**config.mk**
```make
export PLATFORM = sky130hd
export DESIGN_NAME = serial_tx_arbiter
export DESIGN_NICKNAME = d
export VERILOG_FILES = /design/src/rtl/serial_tx_arbiter.sv
export SDC_FILE = /design/constraint.sdc
export NUM_CORES = 1
export LEC_CHECK = 0
export BUFFER_PORTS_ARGS = -buffer_cell sky130_fd_sc_hd__buf_4
export CORE_MARGIN = 2
export CORE_UTILIZATION = 40
export CTS_CLUSTER_DIAMETER = 80
export DETAILED_ROUTE_END_ITERATION = 10
export HOLD_SLACK_MARGIN = 0.15
export PLACE_DENSITY = 0.65
export SLEW_MARGIN = 20
export SYNTH_ARGS = -nofsm -noshare
export SYNTH_HDL_FRONTEND = slang
export SYNTH_SLANG_ARGS = --single-unit
```
**constraint.sdc**
```tcl
create_clock -name clk -period 3.8 [get_ports clk]
set_input_delay 0.38 -clock clk [delete_from_list [all_inputs] [get_ports clk]]
set_output_delay 0.38 -clock clk [all_outputs]
set_load 0.02 [all_outputs]
```
**src/rtl/serial_tx_arbiter.sv**
```systemverilog
// serial_tx_arbiter: round-robin sharing of one SerialTx between several requesters,
// with per-owner lock for back-to-back multi-word frames and a start timeout.
module serial_tx_arbiter #(
    parameter int Requesters   = 4,
    parameter int Width        = 8,
    parameter int StartTimeout = 4
) (
    input  logic                             clk,
    input  logic                             rst_n,
    input  logic [Requesters-1:0]            req,
    input  logic [Requesters-1:0]            lock,
    input  logic [Requesters*Width-1:0]      req_data,
    output logic [Requesters-1:0]            ack,
    output logic                             tx_ce,
    output logic [Width-1:0]                 tx_data,
    input  logic                             tx_busy,
    output logic [$clog2(Requesters)-1:0]    grant,
    output logic                             active,
    output logic                             err
);
    localparam int GW = $clog2(Requesters);
    localparam int TW = $clog2(StartTimeout) + 1;
    localparam logic [GW:0] RN = (GW+1)'(Requesters);
    localparam logic [Requesters-1:0] ONE = 1;

    typedef enum logic [1:0] {IDLE, START, SEND} state_t;

    state_t         state;
    logic [GW-1:0]  ptr;
    logic [GW-1:0]  win;
    logic [GW-1:0]  nxt;
    logic [GW:0]    s;
    logic           found;
    logic [TW-1:0]  timer;

    // Scan downwards so the candidate closest to ptr is the last to overwrite win.
    always_comb begin
        win   = '0;
        found = 1'b0;
        s     = '0;
        for (int k = Requesters - 1; k >= 0; k--) begin
            s = {1'b0, ptr} + (GW+1)'(k);
            s = (s >= RN) ? s - RN : s;
            if (req[GW'(s)]) begin
                win   = GW'(s);
                found = 1'b1;
            end
        end
        nxt = (grant == GW'(Requesters - 1)) ? '0 : grant + GW'(1);
    end

    always_ff @(posedge clk or negedge rst_n) begin
        if (!rst_n) begin
            state   <= IDLE;
            ack     <= '0;
            tx_ce   <= 1'b0;
            tx_data <= '0;
            grant   <= '0;
            active  <= 1'b0;
            err     <= 1'b0;
            timer   <= '0;
            ptr     <= '0;
        end else begin
            ack   <= '0;
            tx_ce <= 1'b0;
            err   <= 1'b0;
            case (state)
                IDLE: begin
                    if (!tx_busy && found) begin
                        tx_data <= req_data[win*Width +: Width];
                        tx_ce   <= 1'b1;
                        ack     <= ONE << win;
                        grant   <= win;
                        active  <= 1'b1;
                        timer   <= '0;
                        state   <= START;
                    end
                end
                START: begin
                    if (tx_busy) begin
                        state <= SEND;
                    end else if (timer == TW'(StartTimeout - 1)) begin
                        err    <= 1'b1;
                        active <= 1'b0;
                        ptr    <= nxt;
                        state  <= IDLE;
                    end else begin
                        timer <= timer + TW'(1);
                    end
                end
                SEND: begin
                    if (!tx_busy) begin
                        // A locked owner with more words keeps the line with no idle cycle.
                        if (lock[grant] && req[grant]) begin
                            tx_data <= req_data[grant*Width +: Width];
                            tx_ce   <= 1'b1;
                            ack     <= ONE << grant;
                            timer   <= '0;
                            state   <= START;
                        end else begin
                            active <= 1'b0;
                            if (!lock[grant])
                                ptr <= nxt;
                            state <= IDLE;
                        end
                    end
                end
                default: state <= IDLE;
            endcase
        end
    end
endmodule

```
==> run_results.csv <==
group,metric,value,unit
status,status,"completed",
synthesis,synth_edf_count,0,
placement,io_buffers,59,
global_route,grt_max_degree,35,
synthesis,synth_top_family_by_area,"compound AO/OA/AOI/OAI gates",
pwr,p_seq_share,30.4,%
cts,insertion_delay,0.27,ns
synthesis,synth_compound_area_share,28.3,%
synthesis,syn_inst,214,
layout,syn_to_final_growth,26.9,%
sta,worst_slack,1.49,ns
synthesis,syn_area_per_cell,8.58,um2
sta,finalSetupTns,0,ns
sta,maxSlewViolCount,0,
pwr,power.switching,0.695,mW
route,drc_errors,0,
synthesis,async_reset_ff_share,100,%
critical_path,cp-start-kind,"flip-flop",
sta,hold_viol,0,
placement,dp_slack,1.13,ns
cts,ctsResizeCount,0,
placement,gp_congestion,0.926,
synthesis,synthSimpleGateAreaFrac,20.4,%
critical_path,cp-end-kind,"flip-flop",
global_route,antenna_found_initial,0,
floorplan,die_w,71.7,um
synthesis,ys_ff_latch,24,
floorplan,die_area,0.00515,mm2
pwr,ir_worst_vdd,0.278,mV
critical_path,cp_data_required_time,3.94,ns
critical_path,startpoint,"state[0]",
cts,ctsLongestPathBuffers,2,
layout,diodes,0,
sta,holdWs,0.471,ns
layout,fin_nets,319,
route,num_vias,1907,
synthesis,synth_area,0.00184,mm2
global_route,grt_first_pass_wirelength,8.94,mm
synthesis,synth_cell_type_count,40,
critical_path,setup.worst_path.end,"tx_data[0]",
synthesis,ys_warn_count,0,
critical_path,worstPathMaxFanout,34,
cts,cts_tree,"built",
global_route,grtUsageTotal,21.8,%
pwr,cellPowerDensity,645,mW/mm2
pwr,p_total,1.50,mW
critical_path,cp_top_family,"compound AO/OA/AOI/OAI gates",
critical_path,crit_type,"reg -> reg",
route,wire_per_inst,16.8,um
worst_hold_path,min_path_type,"in -> reg",
critical_path,rr_endpoint,"tx_data[0]",
synthesis,synth_adder_area_share,6.82,%
layout,fillCellCount,428,
critical_path,cp_slowest_cell,"ha_2",
critical_path,r2r_cells,6,
synthesis,yosys.area.top_type,"dfrtp_1",
critical_path,slowest_delay,0.57,ns
synthesis,synthDominantCellAreaShare,32.7,%
critical_path,r2r-start,"state[0]",
sta,post-route-min-period,2.31,ns
cts,cts_root_buf,"clkbuf_8",
sta,fmax,432,MHz
placement,post-place-cells,312,
cts,clock-sinks,24,
synthesis,syn_nets,267,
route,wirelength,5.31,mm
critical_path,path_depth,6,
floorplan,rows,24,
route,firstDrtPassIters,5,
synthesis,synth-xor-area-share,0,%
pwr,clkPwrFrac,10.2,%
sta,rsz0062_at_grt,"no",
cts,htree_levels,1,
critical_path,path_cells,"inv_1 > ha_2 > nand2_1 > o41a_1 > o2111ai_1 > a31oi_1",
floorplan,die_height,71.7,um
layout,drive_gt1_share,28.0,%
route,first_iter_violations,119,
route,viasPerCell,6.03,
layout,final_cell_area,0.00233,mm2
cts,cts-buffers-inserted,3,
floorplan,core_area,0.00438,mm2
synthesis,seq_area_frac_synth,32.7,%
pwr,p_leak,1.04,nW
sta,fin_crit_sh,60.9,%
synthesis,yosys-mux-area-fraction,5.86,%
route,final_antenna_net_count,0,
layout,postLayoutCoreUtil,53.1,%
sta,skew,0.00763,ns
sta,relSlewSlack,34.7,%
global_route,grt_pass1_vias,1849,
sta,setup_viol,0,
global_route,gr-total-overflow,0,
critical_path,path_buf_inv,1,
pwr,power_frac_comb,59.5,%
run,drv_cap,0,
pwr,power.internal,0.807,mW
placement,place_area,0.00228,mm2
floorplan,initial_utilization,41.9,%
pwr,p_sw_share,46.3,%
layout,finalNonFillerCells,316,
synthesis,synth_ff_type,"dfrtp_1",
placement,dpl.hpwl,3.82,mm
floorplan,io_pins,60,
cts,path_clk_slew,0.09,ns
synthesis,synthTopCellsByArea,"dfrtp_1 (33%), nor2_1 (9.8%), o2111ai_1 (7.6%)",
critical_path,cp.arrival,2.46,ns
sta,tightest_slew,0.978,ns
critical_path,reg2reg_slack,1.49,ns
## cells by family after synthesis
logic type	count (synthesis)
AND/OR/NAND/NOR	82
AO/OA/AOI/OAI	66
buffers and inverters	24
flip-flops	24
adder cells (fa/ha/maj)	10
multiplexers	8
## cell usage in the layout, fill, tap and decap left out, types with 3 or more instances in the layout
cell type / instances
a311o_1: 8
buf_4: 59
nor2_1: 48
inv_1: 11
a21o_1: 3
o21ai_0: 15
nand2_1: 9
dfrtp_1: 24
o2111ai_1: 16
ha_1: 9
nand4_1: 9
mux2i_1: 4
or2_2: 3
a31oi_1: 8
nand2b_1: 4
clkbuf_8: 3
## cell usage after synthesis, types with 2 or more instances
library cell  count
or2_2             3
o2111ai_1        16
mux2i_1           4
nand3_1           2
buf_1             3
a32o_1            2
ha_1             10
nor2_1           48
nand2_1           9
o21ai_0          15
mux2_2            2
clkbuf_1          5
a21oi_1           2
nand4_1           9
dfrtp_1          24
a311o_1           8
mux4_2            2
nor2b_1           2
a21o_1            3
a31oi_1           8
inv_1            11
buf_2             3
buf_6             2
nand2b_1          4
o41ai_1           2
## cell type report
type	count	area [um2]	area share [%]
flip-flops and latches	24	601	25.8
clock buffers	3	41.3	1.77
well taps	52	65.1	2.79
inverters	11	41.3	1.77
repair buffers	60	453	19.4
multi-input cells	166	1130	48.4
## routing by layer
layer | vias up | part of all wire (%) | GRT usage [%]
met5 | - | 0 | 0
met4 | 0 | 1.4 | 6.71
met3 | 8 | 5.9 | 4.08
met2 | 68 | 48 | 33.5
met1 | 922 | 45 | 31.0
li1 | 909 | - | -
## worst min-delay path by stage
stage / startpoint / end / slack, ns / cells past startpoint
floorplan: rst_n / ack[0] / 0.08 / 0
global placement: rst_n / tx_ce / 0.31 / 1
detailed placement: rst_n / state[1] / 0.31 / 1
CTS: tx_busy / state[1] / 0.46 / 3
global route: tx_busy / state[1] / 0.47 / 3
finish: tx_busy / state[1] / 0.47 / 3
## registers in the layout, summed over array words and instances, names as in the netlist
register,cells
ack,4
state,2
grant,2
err,1
ptr,2
tx_ce,1
active,1
timer,3
tx_data,8
## tightest hold or removal path, cell delays in order
cell and delay, ns:
buf_4 0.12, a21o_1 0.14, o41ai_1 0.06
## what timing repair did
action / CTS / global route
hold endpoints to repair: 24 / 0
hold buffers: 1 / 0
buffers inserted: 0 / 0
## power by group through the flow
stage | Sequential, mW | Combinational (mW) | Clock, mW
floorplan | 0.506 | 0.555 | 0
global placement | 0.462 | 0.881 | 0
detailed placement | 0.460 | 0.886 | 0
CTS | 0.457 | 0.889 | 0.159
global route | 0.476 | 0.992 | 0.169
finish | 0.456 | 0.893 | 0.153
No activity file was read; power rests on OpenSTA's default activity.
